[src/rtl/br_arb_rr_burst.sv]
// br_arb_rr_burst: round-robin arbiter with burst locking.
//
// Shares one downstream beat channel among NumRequesters requesters. A winner keeps
// the grant until its packet ends (request_last) or MaxBurstLength beats have moved,
// whichever comes first. Priority then rotates round-robin from the last owner.
//
// Optional feature macro: BR_ARB_RR_BURST_DROP_RELEASE_EN
//   defined   : an owner that drops request while locked releases the tenure at once
//               (grant=0 for that cycle, drop_error pulses).
//   undefined : drop_error tied low; a dropped owner request is an assertion failure.
//
// Ports:
//   clk          clock
//   rst          asynchronous active-high reset
//   request      per-requester request
//   request_last per-requester end-of-packet marker for the current beat
//   ready        downstream accepts the granted beat this cycle
//   grant        onehot0 grant (combinational)
//   locked       burst tenure in progress (registered)
//   beat_count   beats transferred in the current tenure (registered)
//   drop_error   owner dropped its request mid-burst
module br_arb_rr_burst #(
    parameter int unsigned NumRequesters = 2,
    parameter int unsigned MaxBurstLength = 4,
    localparam int unsigned BeatCountWidth = $clog2(MaxBurstLength + 1)
) (
    input  logic                      clk,
    input  logic                      rst,
    input  logic [NumRequesters-1:0]  request,
    input  logic [NumRequesters-1:0]  request_last,
    input  logic                      ready,
    output logic [NumRequesters-1:0]  grant,
    output logic                      locked,
    output logic [BeatCountWidth-1:0] beat_count,
    output logic                      drop_error
);

    logic [NumRequesters-1:0]  last_grant_q, last_grant_d;
    logic [NumRequesters-1:0]  owner_q, owner_d;
    logic                      locked_q, locked_d;
    logic [BeatCountWidth-1:0] beat_count_q, beat_count_d;

    logic [NumRequesters-1:0]  higher_mask;
    logic [NumRequesters-1:0]  req_above;
    logic [NumRequesters-1:0]  rr_pick;
    logic                      owner_drop;
    logic                      xfer;
    logic                      tenure_end;

    // Bits strictly above the pointer position; these get first pick.
    always_comb begin : p_mask
        logic seen;
        seen = 1'b0;
        higher_mask = '0;
        for (int i = 0; i < NumRequesters; i++) begin
            higher_mask[i] = seen;
            seen = seen | last_grant_q[i];
        end
    end

    assign req_above = request & higher_mask;

    // Lowest set bit above the pointer, otherwise wrap to the lowest set bit overall.
    always_comb begin
        if (|req_above) begin
            rr_pick = req_above & (~req_above + NumRequesters'(1));
        end else begin
            rr_pick = request & (~request + NumRequesters'(1));
        end
    end

`ifdef BR_ARB_RR_BURST_DROP_RELEASE_EN
    assign owner_drop = locked_q & ~|(request & owner_q);
`else
    assign owner_drop = 1'b0;
`endif

    always_comb begin
        if (!locked_q) begin
            grant = rr_pick;
        end else if (owner_drop) begin
            grant = '0;
        end else begin
            grant = owner_q;
        end
    end

    assign xfer       = ready & |(grant & request);
    assign tenure_end = |(request_last & grant)
                      | ((32'(beat_count_q) + 32'd1) == MaxBurstLength);

    always_comb begin
        last_grant_d = last_grant_q;
        owner_d      = owner_q;
        locked_d     = locked_q;
        beat_count_d = beat_count_q;
        if (owner_drop) begin
            last_grant_d = owner_q;
            locked_d     = 1'b0;
            beat_count_d = '0;
        end else if (xfer) begin
            last_grant_d = grant;
            owner_d      = grant;
            if (tenure_end) begin
                locked_d     = 1'b0;
                beat_count_d = '0;
            end else begin
                locked_d     = 1'b1;
                beat_count_d = beat_count_q + BeatCountWidth'(1);
            end
        end
    end

    always_ff @(posedge clk or posedge rst) begin
        if (rst) begin
            // Pointer at the top requester so requester 0 wins first.
            last_grant_q <= {1'b1, {(NumRequesters - 1){1'b0}}};
            owner_q      <= '0;
            locked_q     <= 1'b0;
            beat_count_q <= '0;
        end else begin
            last_grant_q <= last_grant_d;
            owner_q      <= owner_d;
            locked_q     <= locked_d;
            beat_count_q <= beat_count_d;
        end
    end

    assign locked     = locked_q;
    assign beat_count = beat_count_q;
    assign drop_error = owner_drop;

    assert property (@(posedge clk) disable iff (rst) $onehot0(grant));
    assert property (@(posedge clk) disable iff (rst) $onehot(last_grant_q));
    assert property (@(posedge clk) disable iff (rst) 32'(beat_count_q) < MaxBurstLength);

    // A request may only be withdrawn once its beat has transferred.
    for (genvar i = 0; i < NumRequesters; i++) begin : g_req_hold
        assert property (@(posedge clk) disable iff (rst)
            request[i] && !(xfer && grant[i]) |=> request[i]);
    end

`ifndef BR_ARB_RR_BURST_DROP_RELEASE_EN
    assert property (@(posedge clk) disable iff (rst) locked_q |-> |(request & owner_q));
`endif

endmodule

[config.mk]
export PLATFORM = sky130hd
export DESIGN_NAME = br_arb_rr_burst
export DESIGN_NICKNAME = d
export VERILOG_FILES = /design/src/rtl/br_arb_rr_burst.sv
export SDC_FILE = /design/constraint.sdc
export NUM_CORES = 1
export LEC_CHECK = 0
export CAP_MARGIN = 20
export CORE_AREA = 2 2 39 41
export CTS_BUF_LIST = sky130_fd_sc_hd__clkbuf_4
export CTS_CLUSTER_DIAMETER = 30
export DETAILED_ROUTE_END_ITERATION = 8
export DIE_AREA = 0 0 41 43
export SLEW_MARGIN = 15
export SYNTH_ARGS = -nofsm -noshare
export SYNTH_HDL_FRONTEND = slang
export SYNTH_SLANG_ARGS = --single-unit
[constraint.sdc]
create_clock -name clk -period 2.3 [get_ports clk]
set_input_delay 0.46 -clock clk [delete_from_list [all_inputs] [get_ports clk]]
set_output_delay 0.46 -clock clk [all_outputs]
set_load 0.03 [all_outputs]
[Yosys cells after proc, flatten, opt, wreduce, memory -nomap -nowiden]
Cells that the tools add are included.
Word-level totals
  flip-flop bits (word level): 7
  latch bits: 0
  RAM bits: 0
  ROM bits: 0
  input port bits: 7
  output and inout port bits: 7
  word-level logic and storage cells: 25
  memories: 0
Operators by class
  add/subtract/negate cells: 4
  $mul: 0
  div/mod/pow operators: 0
  order comparisons: 0
  equal/unequal tests: 1
  shifts and indexed selects: 0
  multiplexer cells: 4
  bitwise logic cells: 9
  reduce and logical (&&, ||, !) cells: 3
Operators by type and width (number)
  $and A2 B2 Y2: 5
  $reduce_or A2 Y1: 3
  $add A2 B1 Y2 const B: 2
  $add A3 B1 Y4 const B: 1
  $eq A4 B3 Y1 const B: 1
  $mux W2: 2
  $not A2 Y2: 2
  $add A3 B1 Y3 const B: 1
  $mux W3: 1
  $and A1 B1 Y1: 1
  $mux W1: 1
  $or A1 B1 Y1: 1

[Longest topological paths before layout]
  word-level depth: 10
  gate-level depth with buffers: 4

[Least setup slack after synthesis]
OpenSTA, ideal clock, no wires.
  kind: reg-to-reg
  start: reg locked_q (netlist: locked)
  end: reg beat_count_q[0] (netlist: beat_count[0])
  setup time: 0.121 ns
  data arrival time: 1.637 ns
  data required time: 2.179 ns
  slack: 0.541 ns
  cell stages (with the launch flop): 5
  path buffers: 0
  clock period less this slack: 1.759 ns
  path through: dfrtp_1 -> nand2b_1 -> o21ai_1 -> a22oi_2 -> a22o_1
On the way
  word-level cells in the longest chain between the ends: 5
  elaborated cells on any way between the ends: 8
  classes of those cells: 2 x mux; 4 x bitwise; 2 x reduce/logical
Ends and longest elaborated chain
  start: declaration: line 40  | logic locked_q, locked_d;
  start signal: assignment: line 124  | locked_q <= locked_d;
  $mux W2 *: line 79  | if (!locked_q) begin
  named net grant[1]: line 32  | output logic [NumRequesters-1:0] grant,
  $and A2 B2 Y2: line 89  | assign tenure_end = |(request_last & grant)
  $reduce_or A2 Y1: line 89
  $or A1 B1 Y1: line 90  | | ((32'(beat_count_q) + 32'd1) == MaxBurstLength);
  $mux W3: line 104  | if (tenure_end) begin
  end signal: assignment: line 125  | beat_count_q <= beat_count_d;
  end: declaration: line 41  | logic [BeatCountWidth-1:0] beat_count_q, beat_count_d;
The timed path passes the listed nets; every way through them passes the cells marked *.
A chain may end at the register's enable or synchronous reset.

[Worst setup path after layout]
  start: in request[0]
  end: out grant[0]
On the way
  word-level cells in the longest chain between the ends: 6
  elaborated cells on any way between the ends: 10
  classes of those cells: 2 x add/sub; 2 x mux; 5 x bitwise; 1 x reduce/logical
Ends and longest elaborated chain
  start: declaration: line 29  | input logic [NumRequesters-1:0] request,
  $and A2 B2 Y2: line 61  | assign req_above = request & higher_mask;
  $not A2 Y2: line 66  | rr_pick = req_above & (~req_above + NumRequesters'(1));
  $add A2 B1 Y2: line 66
  $and A2 B2 Y2: line 66
  $mux W2 *: line 65  | if (|req_above) begin
  $mux W2 *: line 79
  end: declaration: line 32
Mark *: on every way between the ends. The rest lies on a longest branch, timed or not.

==> metrics.md <==
| Metric | Value |
|---|---|
| CP arrival | around 1600 ps |
| Most common cell after layout, fill and taps aside | clkdlybuf4s50_1 |
| Detailed-route via count | between 200 and 300 |
| Final Max Tran Viols | 0 |
| Initial Utilization | 0.2622 |
| Area delta synth->final | 41.38% |
| Syn Inst Count | 32 |
| Number of flops mapped to enable cells by yosys | 0 |
| Main synth FF type | dfrtp_1 |
| Startpoint Class | input pin |
| Core box area | 1384 µm² |
| Total GRT Usage | 0.09514 |
| Avg Cell Area, Syn | about 11 µm² |
| Vias per cell | 4.661 |
| Total die area | ~1800 µm² |
| TritonRoute pass-1 iters | 2 |
| Synth area leaders | dfrtp_1, a22o_1, mux2_4 |
| Final setup violation count | 0 |
| Global-route wire length before repair | around 1100 µm |
| Layout cells sized above 1 | 0.2391 |
| Fin Hold WS | roughly 440 ps |
| Crit Path Category | input pin to primary output |
| Final WL | 716 µm |
| Reg2Reg Setup Slack | ~880 ps |
| Diodes inserted | 0 |
| Setup TNS Final | 0 ps |
| CTS HTree Levels | 1 |
| Flops & latches, synth | 6 |
| Crit-path max FO | 4 |
| Ys async rst share | 1.000 |
| Sequential share of the synthesized area | 0.4138 |
| Rows | 14 |
| Post-Synthesis Net Count | 40 |
| CTS Sinks | 6 |
| Worst Path Required | between 1500 and 2000 ps |
| Hold Path Class | input pin to async pin |
| Pwr/cell area | ~1300 nW/µm² |
| Io pins | 14 |
| Max-Cap Viols | 0 |
| Largest net degree at the start of global routing | 10 |
| DIE WIDTH | between 40 and 50 µm |
| Yosys warning count | 0 |
| CP max stage delay | around 520 ps |
| Fmax | 495.7 MHz |
| CTS Root Cell | clkbuf_4 |
| Worst vdd ir | just over 400 µV |
| Critical path cell sequence | clkdlybuf4s50_1 > a21bo_1 > o21ai_2 > buf_4 |
| First DRT Iteration DRCs | 2 |
| TritonCTS clock tree | built |
| CP max stage cell | clkdlybuf4s50_1 |
| Post-synth top area share | 0.4138 |
| Synthesized area | around 360 µm² |
| Worst setup EP type | primary output |
| CTS clk-pin slew, worst paths | approximately 40 ps |
| RSZ-0062 raised after global routing | no |
| Leakage power | around 0.23 nW |
| CTS Buffer Depth | 2 |
| DR WL/cell | ~12 µm |
| Clk_lat worst skew | ~240 ps |
| Antenna Nets Post-Route | 0 |
| Fin crit period | between 2000 and 2500 ps |
| Gr ovfl total | 0 |
| Final worst path period share | 0.8770 |
| CTS buffer count | 3 |
| Cells resized by post-CTS repair | 0 |
| Skew final | about 1.4 ps |
| DRC | 0 |
| Most frequent cells in the layout | clkdlybuf4s50_1, dfrtp_1, a22o_1, nor2b_1, clkbuf_4 |
| Status | complete, no violations |
| Hpwl dp | 567.1 µm |
| Antenna violations before repair | 0 |
| Die height | between 40 and 50 µm |
| PortBufs | 12 |
| Final GP Congestion | between 0.6 and 0.7 |
| Number of post-CTS setup repair buffers | 0 |
| Hold-fix buffers, CTS | 0 |
| Hold Violations, Final | 0 |
| Final nets | 56 |
| Synth unique cells | 19 |
| Synth area leader | dfrtp_1 |
| Vias in the first global route | 293 |
metrics by stage:
step           instance area [µm²]    util  instances  power (mW)  setup slack (ps)
3_3_place_gp                 490.5  0.3544         59      0.5772             293.9
4_1_cts                      513.0  0.3707         62      0.6779             280.9
2_1_floorplan                362.8       -         32      0.4545             541.5
5_1_grt                      513.0  0.3707         62      0.7188             237.8
3_5_place_dp                 490.5  0.3544         59      0.5776             288.9
6_report                     513.0  0.3707         62      0.6663             282.8
synthesized netlist by cell type, drive strengths merged (2+ instances only):
master / n
dfrtp: 6
mux2: 2
nand2: 2
nor2b: 3
o21ai: 3
a22o: 5
critical path: cells and delay by family:
family | cells | cell delay [ps]
buffers and inverters | 2 | 710
AO/OA/AOI/OAI | 2 | 380
metal layers:
metal	part of all wire	vias up	global-route usage
met5	0	-	0
met4	0	0	0.08000
met3	0.081	0	0.02618
met2	0.48	10	0.1469
met1	0.43	135	0.09901
li1	-	144	-
state kept, by name, indices dropped and copies added (netlist names):
name / count
beat_count: 3
owner_q: 2
locked: 1
power breakdown:
part | total (mW) | switching [mW] | internal, mW
Combinational | 0.381 | 0.199 | 0.182
Clock | 0.0921 | 0.0334 | 0.0587
Sequential | 0.193 | 0.0465 | 0.147
Total | 0.666 | 0.279 | 0.387
layout make-up:
type / instances / area, µm²
inverters: 1 / 3.754
clock buffers: 3 / 22.52
multi-input cells: 24 / 201.4
fillers: 132 / 870.8
well taps: 16 / 20.02
flip-flops and latches: 6 / 150.1
repair buffers: 12 / 115.1
path summary, 6_finish.rpt:
check	from	end	cells past startpoint
max	request[0]	grant[0]	4
min	rst	owner_q[0]	2
max reg2reg	owner_q[0]	owner_q[1]	3
min reg2reg	owner_q[1]	owner_q[1]	1
max in group asynchronous	rst	locked	2
min in group clk	owner_q[1]	owner_q[1]	1
kinds of logic after synthesis:
family | share of synthesized area
AOI/OAI and AO/OA | 0.2931
and+or+nand+nor | 0.1345
DFF | 0.4138
buffers and inverters | 0.03103
muxes | 0.08276
adders and majority gates | 0.03448
other | 0.01033
Power figures use the tool's default switching activity.
